$ cat config.mk
export PLATFORM = sky130hd
export DESIGN_NAME = level_manager
export DESIGN_NICKNAME = d
export VERILOG_FILES = /design/src/rtl/level_manager.sv
export SDC_FILE = /design/constraint.sdc
export NUM_CORES = 1
export LEC_CHECK = 0
export ABC_AREA = 1
export ABC_CLOCK_PERIOD_IN_PS = 2500
export CORE_MARGIN = 4
export CORE_UTILIZATION = 53
export CTS_CLUSTER_SIZE = 8
export DETAILED_ROUTE_END_ITERATION = 8
export HOLD_SLACK_MARGIN = 0.05
export PLACE_DENSITY_LB_ADDON = 0.08
export SYNTH_ARGS = -nofsm -noshare
export SYNTH_HDL_FRONTEND = slang
export SYNTH_SLANG_ARGS = --single-unit
$ cat constraint.sdc
create_clock -name clk -period 2.5 [get_ports clk]
set_input_delay 0.75 -clock clk [delete_from_list [all_inputs] [get_ports clk]]
set_output_delay 0.75 -clock clk [all_outputs]
set_load 0.01 [all_outputs]
$ cat src/rtl/level_manager.sv
// Level/score bookkeeping for the bird game: counts pigs, birds and score,
// sequences level loads and reports level completion, game over and win.
module level_manager #(
  parameter int NUM_LEVELS      = 3,
  parameter int MAX_PIGS        = 7,
  parameter int BIRDS_PER_LEVEL = 3,
  parameter int SCORE_W         = 16,
  parameter int PIG_POINTS      = 100,
  parameter int WOOD_POINTS     = 10,
  parameter int SETTLE_FRAMES   = 30
) (
  input  logic               clk,
  input  logic               reset,
  input  logic               startOfFrame,
  input  logic               collision_bird_pig,
  input  logic               collision_bird_wood,
  input  logic               bird_at_rest,
  input  logic               restart,
  output logic               load_req,
  input  logic               load_ack,
  input  logic [3:0]         load_pig_count,
  output logic               pigs_left,
  output logic [3:0]         pigs_remaining,
  output logic [1:0]         birds_left,
  output logic [3:0]         current_level,
  output logic [SCORE_W-1:0] score,
  output logic               level_done,
  output logic               game_over,
  output logic               game_won
);

  localparam int SETTLE_W = $clog2(SETTLE_FRAMES + 1);

  typedef enum logic [2:0] {
    S_LOAD,
    S_PLAY,
    S_SETTLE,
    S_DONE,
    S_GAME_OVER,
    S_WIN
  } state_t;

  state_t              state, state_nxt;
  logic                pig_seen, pig_seen_nxt;
  logic                wood_seen, wood_seen_nxt;
  logic [SETTLE_W-1:0] settle_cnt, settle_cnt_nxt;
  logic                load_req_nxt;
  logic [3:0]          pigs_nxt;
  logic [1:0]          birds_nxt;
  logic [3:0]          level_nxt;
  logic [SCORE_W-1:0]  score_nxt;
  logic                level_done_nxt;
  logic                game_over_nxt;
  logic                game_won_nxt;

  logic                pig_evt, wood_evt, pig_kill;
  logic [SCORE_W:0]    add_pts;
  logic [SCORE_W:0]    score_sum;
  logic [SCORE_W-1:0]  score_sat;
  logic [3:0]          pigs_dec;

  // A flag cleared by startOfFrame in the same cycle still lets that pixel count.
  always_comb begin
    pig_evt       = collision_bird_pig  & (startOfFrame | ~pig_seen);
    wood_evt      = collision_bird_wood & (startOfFrame | ~wood_seen);
    pig_seen_nxt  = collision_bird_pig  | (pig_seen  & ~startOfFrame);
    wood_seen_nxt = collision_bird_wood | (wood_seen & ~startOfFrame);

    pig_kill = pig_evt & (pigs_remaining != 4'd0);
    pigs_dec = pig_kill ? pigs_remaining - 4'd1 : pigs_remaining;

    add_pts = '0;
    if (pig_kill) add_pts = add_pts + (SCORE_W+1)'(PIG_POINTS);
    if (wood_evt) add_pts = add_pts + (SCORE_W+1)'(WOOD_POINTS);
    score_sum = {1'b0, score} + add_pts;
    score_sat = score_sum[SCORE_W] ? '1 : score_sum[SCORE_W-1:0];
  end

  always_comb begin
    state_nxt      = state;
    settle_cnt_nxt = settle_cnt;
    load_req_nxt   = load_req;
    pigs_nxt       = pigs_remaining;
    birds_nxt      = birds_left;
    level_nxt      = current_level;
    score_nxt      = score;
    level_done_nxt = 1'b0;
    game_over_nxt  = game_over;
    game_won_nxt   = game_won;

    case (state)
      S_LOAD: begin
        if (load_ack) begin
          pigs_nxt     = (load_pig_count > 4'(MAX_PIGS)) ? 4'(MAX_PIGS) : load_pig_count;
          birds_nxt    = 2'(BIRDS_PER_LEVEL);
          load_req_nxt = 1'b0;
          state_nxt    = S_PLAY;
        end
      end
      S_PLAY: begin
        pigs_nxt  = pigs_dec;
        score_nxt = score_sat;
        if (bird_at_rest && birds_left != 2'd0) birds_nxt = birds_left - 2'd1;
        // A last-pig kill wins over running out of birds in the same cycle.
        if (pigs_dec == 4'd0) begin
          state_nxt      = S_DONE;
          level_done_nxt = 1'b1;
        end else if (bird_at_rest && birds_nxt == 2'd0) begin
          state_nxt      = S_SETTLE;
          settle_cnt_nxt = '0;
        end
      end
      S_SETTLE: begin
        pigs_nxt  = pigs_dec;
        score_nxt = score_sat;
        if (startOfFrame) settle_cnt_nxt = settle_cnt + SETTLE_W'(1);
        if (pigs_dec == 4'd0) begin
          state_nxt      = S_DONE;
          level_done_nxt = 1'b1;
        end else if (startOfFrame && settle_cnt == SETTLE_W'(SETTLE_FRAMES - 1)) begin
          game_over_nxt = 1'b1;
          state_nxt     = S_GAME_OVER;
        end
      end
      S_DONE: begin
        if (current_level == 4'(NUM_LEVELS - 1)) begin
          game_won_nxt = 1'b1;
          state_nxt    = S_WIN;
        end else begin
          level_nxt    = current_level + 4'd1;
          load_req_nxt = 1'b1;
          state_nxt    = S_LOAD;
        end
      end
      S_GAME_OVER, S_WIN: begin
        if (restart) begin
          level_nxt     = 4'd0;
          score_nxt     = '0;
          game_over_nxt = 1'b0;
          game_won_nxt  = 1'b0;
          load_req_nxt  = 1'b1;
          state_nxt     = S_LOAD;
        end
      end
      default: state_nxt = S_LOAD;
    endcase
  end

  always_ff @(posedge clk) begin
    if (reset) begin
      state          <= S_LOAD;
      pig_seen       <= 1'b0;
      wood_seen      <= 1'b0;
      settle_cnt     <= '0;
      load_req       <= 1'b1;
      pigs_remaining <= 4'd0;
      pigs_left      <= 1'b0;
      birds_left     <= 2'd0;
      current_level  <= 4'd0;
      score          <= '0;
      level_done     <= 1'b0;
      game_over      <= 1'b0;
      game_won       <= 1'b0;
    end else begin
      state          <= state_nxt;
      pig_seen       <= pig_seen_nxt;
      wood_seen      <= wood_seen_nxt;
      settle_cnt     <= settle_cnt_nxt;
      load_req       <= load_req_nxt;
      pigs_remaining <= pigs_nxt;
      pigs_left      <= (pigs_nxt != 4'd0);
      birds_left     <= birds_nxt;
      current_level  <= level_nxt;
      score          <= score_nxt;
      level_done     <= level_done_nxt;
      game_over      <= game_over_nxt;
      game_won       <= game_won_nxt;
    end
  end

endmodule

==> Yosys cells after proc, flatten, opt, wreduce, memory -nomap -nowiden <==
Index checks and enable logic that the tools add are counted.
{ "op_classes": {"n_eq_ne": 18, "n_mux": 39, "addsub": 6, "magnitude_cmp": 1, "n_reduce_logical": 26, "bitwise": 13} }
{ "ops": {"columns": ["cell", "count"], "rows": [
  ["two-way mux 16 bit", 2],
  ["one-hot mux 16 bit (2 select lines)", 1],
  ["two-way mux 3 bit", 7],
  ["two-way mux 4 bit", 5],
  ["!= test 2 bit (second input constant)", 9],
  ["adder 16 x 17 -> 17 bit", 1],
  ["adder 17 x 4 -> 17 bit (second input constant)", 1],
  ["two-way mux 17 bit", 1],
  ["one-hot mux 4 bit (2 select lines)", 2],
  ["AND reduction 4 bit", 4],
  ["two-way mux 5 bit", 3],
  ["one-hot mux 3 bit (5 select lines)", 1],
  ["nonzero test 2 bit", 6],
  ["one-hot mux 5 bit (2 select lines)", 1],
  ["two-way mux 1 bit", 8],
  ["nonzero test 4 bit", 2],
  ["two-way mux 7 bit", 1],
  ["== test 3 x 2 -> 1 bit (second input constant)", 2],
  ["== test 3 bit (second input constant)", 2],
  ["two-way mux 2 bit", 3],
  ["!= test 3 bit (second input constant)", 2],
  ["AND reduction 3 bit", 2],
  ["OR reduction 2 bit", 3],
  ["adder 5 x 1 -> 5 bit (second input constant)", 1],
  ["other kinds (19)", 33]
]} }
{ "word_totals": {"word_cells": 116, "ff_bits": 41, "output_inout_bits": 31} }

==> Depth between registers and ports, before layout <==
{ "depth": {"depth_word": 10, "mapped_depth": 19} }

==> Worst setup path before layout <==
OpenSTA, ideal clock, no wires.
{ "synth_path": {"kind": "input-to-reg", "start": "input collision_bird_pig", "end": "register score[7]", "path_stages": 17, "setup_time_ns": 0.132, "n_path_buf": 0, "slack_ns": 0.228, "required_ns": 2.368, "t_arrival_ns": 2.140, "cell_sequence": "inv_1 a21oi_4 nand2_4 nand2_1 nand2_1 inv_1 ha_1 inv_1 nand2_1 nand3_1 nand2_1 nand2_1 nand2_2 xor2_1 nand2_1 nand2_1 a21oi_1"} }
{ "synth_via": {"elab_chain_len": 8} }
{ "synth_rtl": {"columns": ["item", "line_no", "text"], "rows": [
  ["from (decl)", "15", "input logic collision_bird_pig,"],
  ["AND 1 bit (*)", "64", "pig_evt = collision_bird_pig & (startOfFrame | ~pig_seen);"],
  ["AND 1 bit (*)", "69", "pig_kill = pig_evt & (pigs_remaining != 4'd0);"],
  ["two-way mux 7 bit (*)", "73", "if (pig_kill) add_pts = add_pts + (SCORE_W+1)'(PIG_POINTS);"],
  ["adder 17 x 4 -> 17 bit", "74", "if (wood_evt) add_pts = add_pts + (SCORE_W+1)'(WOOD_POINTS);"],
  ["two-way mux 17 bit (*)", "74", null],
  ["adder 16 x 17 -> 17 bit (*)", "75", "score_sum = {1'b0, score} + add_pts;"],
  ["two-way mux 16 bit (*)", "76", "score_sat = score_sum[SCORE_W] ? '1 : score_sum[SCORE_W-1:0];"],
  ["one-hot mux 16 bit (2 select lines) (*)", "91", "case (state)"],
  ["to (signal assigned)", "174", "score <= score_nxt;"],
  ["to (decl)", "26", "output logic [SCORE_W-1:0] score,"]
]} }
Mark *: on every way between the ends. The rest lies on a longest branch, timed or not.
A chain may end at the register's enable or synchronous reset.

==> Worst setup path in the final report <==
{ "layout_path": {"start": "input collision_bird_wood", "end": "register score[7]"} }
{ "layout_via": {"elab_chain_len": 5} }
{ "layout_rtl": {"columns": ["item", "line_no", "text"], "rows": [
  ["from (decl)", "16", "input logic collision_bird_wood,"],
  ["AND 1 bit", "65", "wood_evt = collision_bird_wood & (startOfFrame | ~wood_seen);"],
  ["two-way mux 17 bit", "74", null],
  ["adder 16 x 17 -> 17 bit", "75", null],
  ["two-way mux 16 bit", "76", null],
  ["one-hot mux 16 bit (2 select lines)", "91", null]
]} }
Every way passes these cells.

==> results.json <==
{
  "status": "finished clean",
  "critical_path.top_delay_family": "simple AND/OR/NAND/NOR gates",
  "syn_to_final_growth_pct": 35.7,
  "synth_cells": 383,
  "synth.avg_cell_area_um2": 6.47,
  "die_h_um": 76.4,
  "crit_path_frequent_cell": "nand2_2",
  "hp-class": "reg2reg",
  "top_level_ports": 43,
  "vias": 2723,
  "critical_path.cell_chain": "clkdlybuf4s50_1 -> inv_1 -> a21oi_2 -> ha_2 -> ha_2 -> inv_1 -> nand2_2 -> nand3_2 -> nand2_2 -> nand2_2 -> nand2_4 -> xor2_1 -> nand2_1 -> nand2_1 -> a21oi_1",
  "peakVddDrop_mv": 0.634,
  "power_switching_w": 0.00135,
  "total_power_w": 0.00317,
  "fin_crit_ns": 2.40,
  "cts.clk_slew.worst_paths_ns": 0.09,
  "synth_area_um2": 2480,
  "clock_skew_ns": 0.00949,
  "fin_cells": 513,
  "relSlewSlack_pct": 55.5,
  "fmax_ghz": 0.416,
  "cpPeakStageDelay_ns": 0.45,
  "cts_num_sinks": 41,
  "clk_path_buf_depth": 2,
  "clk_latency_ns": 0.30,
  "dr.pass1.iters": 4,
  "required_ns": 2.70,
  "synth-seq-cells": 41,
  "drv_slew": 0,
  "worst-path-buf-inv": 3,
  "gp_congestion": 0.906,
  "maxCapViolations": 0,
  "dp_hpwl_um": 4700,
  "finalHoldViolCount": 0,
  "cp-end-kind": "register",
  "critPathLaunchType": "primary input",
  "crit_fanout": 7,
  "initial_core_util_pct": 55.8,
  "ant_nets": 0,
  "grt_pass1_wl_um": 10900,
  "core_um2": 4440,
  "pre_cts_ws_ns": -0.413,
  "critPathSlowestCell": "clkdlybuf4s50_1",
  "drc_errors": 0,
  "ys_seq_area_share_pct": 33.1,
  "power.internal_w": 0.00181,
  "portBuffers": 42,
  "drive_gt1_share_pct": 16.7,
  "seqPwrFrac_pct": 27.8,
  "grt_start_max_net_pins": 17,
  "drt-total-wl_um": 6450,
  "worst-r2r-setup-slack_ns": 0.27,
  "p_leak_nw": 1.49,
  "grt-ovfl-total": 0,
  "arrival_ns": 2.60,
  "htree_levels": 2,
  "track_usage_pct": 22.3,
  "grt_pass1_vias": 2560,
  "clkPwrFrac_pct": 15.6,
  "holdBufCountCts": 0,
  "worst_pin_slew_ns": 0.662,
  "die_w_um": 76.4,
  "syn-num-nets": 404,
  "switching_share_pct": 42.8,
  "initialDrtViolationCount": 186,
  "cts_tree": "yes",
  "min_period_over_period_pct": 96.1,
  "numPlacedInstances": 502,
  "clockRootBuffer": "clkbuf_8",
  "die-area_um2": 5840,
  "setup_viol": 0,
  "diodes": 0,
  "rows": 24,
  "routed_via_density": 5.31,
  "setup_ws_ns": 0.0978,
  "fin_nets": 481,
  "worstSetupPathType": "in2reg",
  "yosysWarnings": 0,
  "cellPowerDensity_nw_per_um2": 941,
  "p_comb_share_pct": 56.7,
  "grt_setup_unrepaired": "yes",
  "antenna_found_initial": 0,
  "wl_per_cell_um": 12.6,
  "cts_buffers": 5,
  "ys_types": 30
}
## flip-flops by register name (all words and copies together) (netlist names)
name / cells
pigs_remaining: 4
load_req: 1
wood_seen: 1
pig_seen: 1
state: 3
pigs_left: 1
birds_left: 2
current_level: 4
settle_cnt: 5
game_over: 1
game_won: 1
level_done: 1
score: 16
## timing repair
item | 4_1_cts | 5_1_grt
setup endpoints to repair | 17 | 23
endpoints found under the hold margin | 0 | 0
gates resized for setup | 3 | 20
gates cloned | 0 | 1
pin swaps | 2 | 7
setup buffers | 0 | 2
## layout make-up
cell class                 instances  area (µm²)
multi-input combinational        273        1460
tap                               52        65.1
inverter                          63         239
clock buffer                       7        96.3
clock inverter                     1        5.00
sequential                        41         821
fill                             374        1080
timing repair buffer              76         677
## final timing paths
kind	depth (start not counted)	from	endpoint
worst max-delay path	15	collision_bird_wood	score[7]$_SDFFE_PP0P_
worst min-delay path	2	game_won$_SDFFE_PP0P_	game_won$_SDFFE_PP0P_
worst max register to register	17	pigs_remaining[0]$_SDFF_PP0_	score[7]$_SDFFE_PP0P_
worst min register to register	2	game_won$_SDFFE_PP0P_	game_won$_SDFFE_PP0P_
## synthesized netlist by cell type
cell      count  area [µm²]
clkbuf_1      6        22.5
xnor2_1       1        8.76
a41oi_1       1        8.76
ha_1          9         113
nand3_1      32         160
inv_2         4        15.0
dfxtp_1      41         821
nor4_1        1        6.26
nand2_1      98         368
a22oi_1       1        7.51
nor2_2        1        6.26
o211ai_1      1        7.51
nor3_1        4        20.0
inv_1        59         221
a21oi_1      39         195
nand3b_1      1        7.51
buf_1         1        3.75
nand2_2       8        50.1
nor3b_1       1        7.51
a21oi_4       1        16.3
o21ai_0      14        70.1
or2_2         2        12.5
nor2_1       27         101
nand2_4       1        11.3
o22ai_1       1        6.26
nand3_2       2        20.0
o21ai_1       7        35.0
nand3_4       1        17.5
nand4_1       7        43.8
xor2_1       11        96.3
## worst register-to-register path, delay by kind of cell (launching register included)
kind / cells / cell delay, ns
flip-flops: 1 / 0.31
buffers and inverters: 3 / 0.23
XOR/XNOR: 1 / 0.16
AND/OR/NAND/NOR: 10 / 0.96
AO/OA/AOI/OAI: 1 / 0.05
adder cells (fa/ha/maj): 2 / 0.40
## cell families (layout without fill, tap and decap cells)
family | Yosys count | in the layout | synth area share [%]
AOI/OAI and AO/OA | 65 | 65 | 14.0
xor gates and xnor gates | 12 | 12 | 4.24
adders and majority gates | 9 | 9 | 4.54
buffers and inverters | 70 | 147 | 10.6
DFF | 41 | 41 | 33.1
and+or+nand+nor | 186 | 187 | 33.6
## per-stage QoR
step / util (%) / hold WS (ns) / TNS (ns) / area (µm²)
after detailed placement: 71.5 / 0.455 / -8.53 / 3180
final: 75.7 / 0.471 / 0 / 3370
after CTS: 73.9 / 0.475 / 0 / 3290
after global routing: 75.7 / 0.494 / -0.154 / 3370
after global placement: 71.5 / 0.451 / -6.66 / 3180
after floorplan: - / 0.439 / 0 / 2480
## cell usage in the layout, fill, tap and decap left out, types with 5 or more instances in the layout
cell / n
o21ai_0: 11
dfxtp_1: 41
ha_1: 7
nor2_1: 27
nand3_1: 30
nand2_2: 11
nand3_2: 5
xor2_1: 11
nand4_1: 7
buf_4: 34
a21oi_1: 37
o21ai_1: 9
nand2_1: 92
clkdlybuf4s50_1: 40
clkbuf_8: 7
inv_1: 58
## power by group through the flow
| stage | Clock [W] | Sequential, W | Combinational (W) |
|---|---|---|---|
| 2_1_floorplan | 0 | 0.000918 | 0.000979 |
| 3_3_place_gp | 0 | 0.000889 | 0.00170 |
| 3_5_place_dp | 0 | 0.000894 | 0.00175 |
| 4_1_cts | 0.000503 | 0.000878 | 0.00176 |
| 5_1_grt | 0.000530 | 0.000899 | 0.00201 |
| 6_report | 0.000493 | 0.000879 | 0.00179 |
## metal layers
metal	GRT usage [%]	vias to the layer above	wire length [µm]
li1	-	1375	-
met2	39.3	73	3180
met4	9.60	0	149
met1	26.0	1259	2810
met5	0	-	0
met3	4.61	16	313
(Power assumes the default switching activity.)
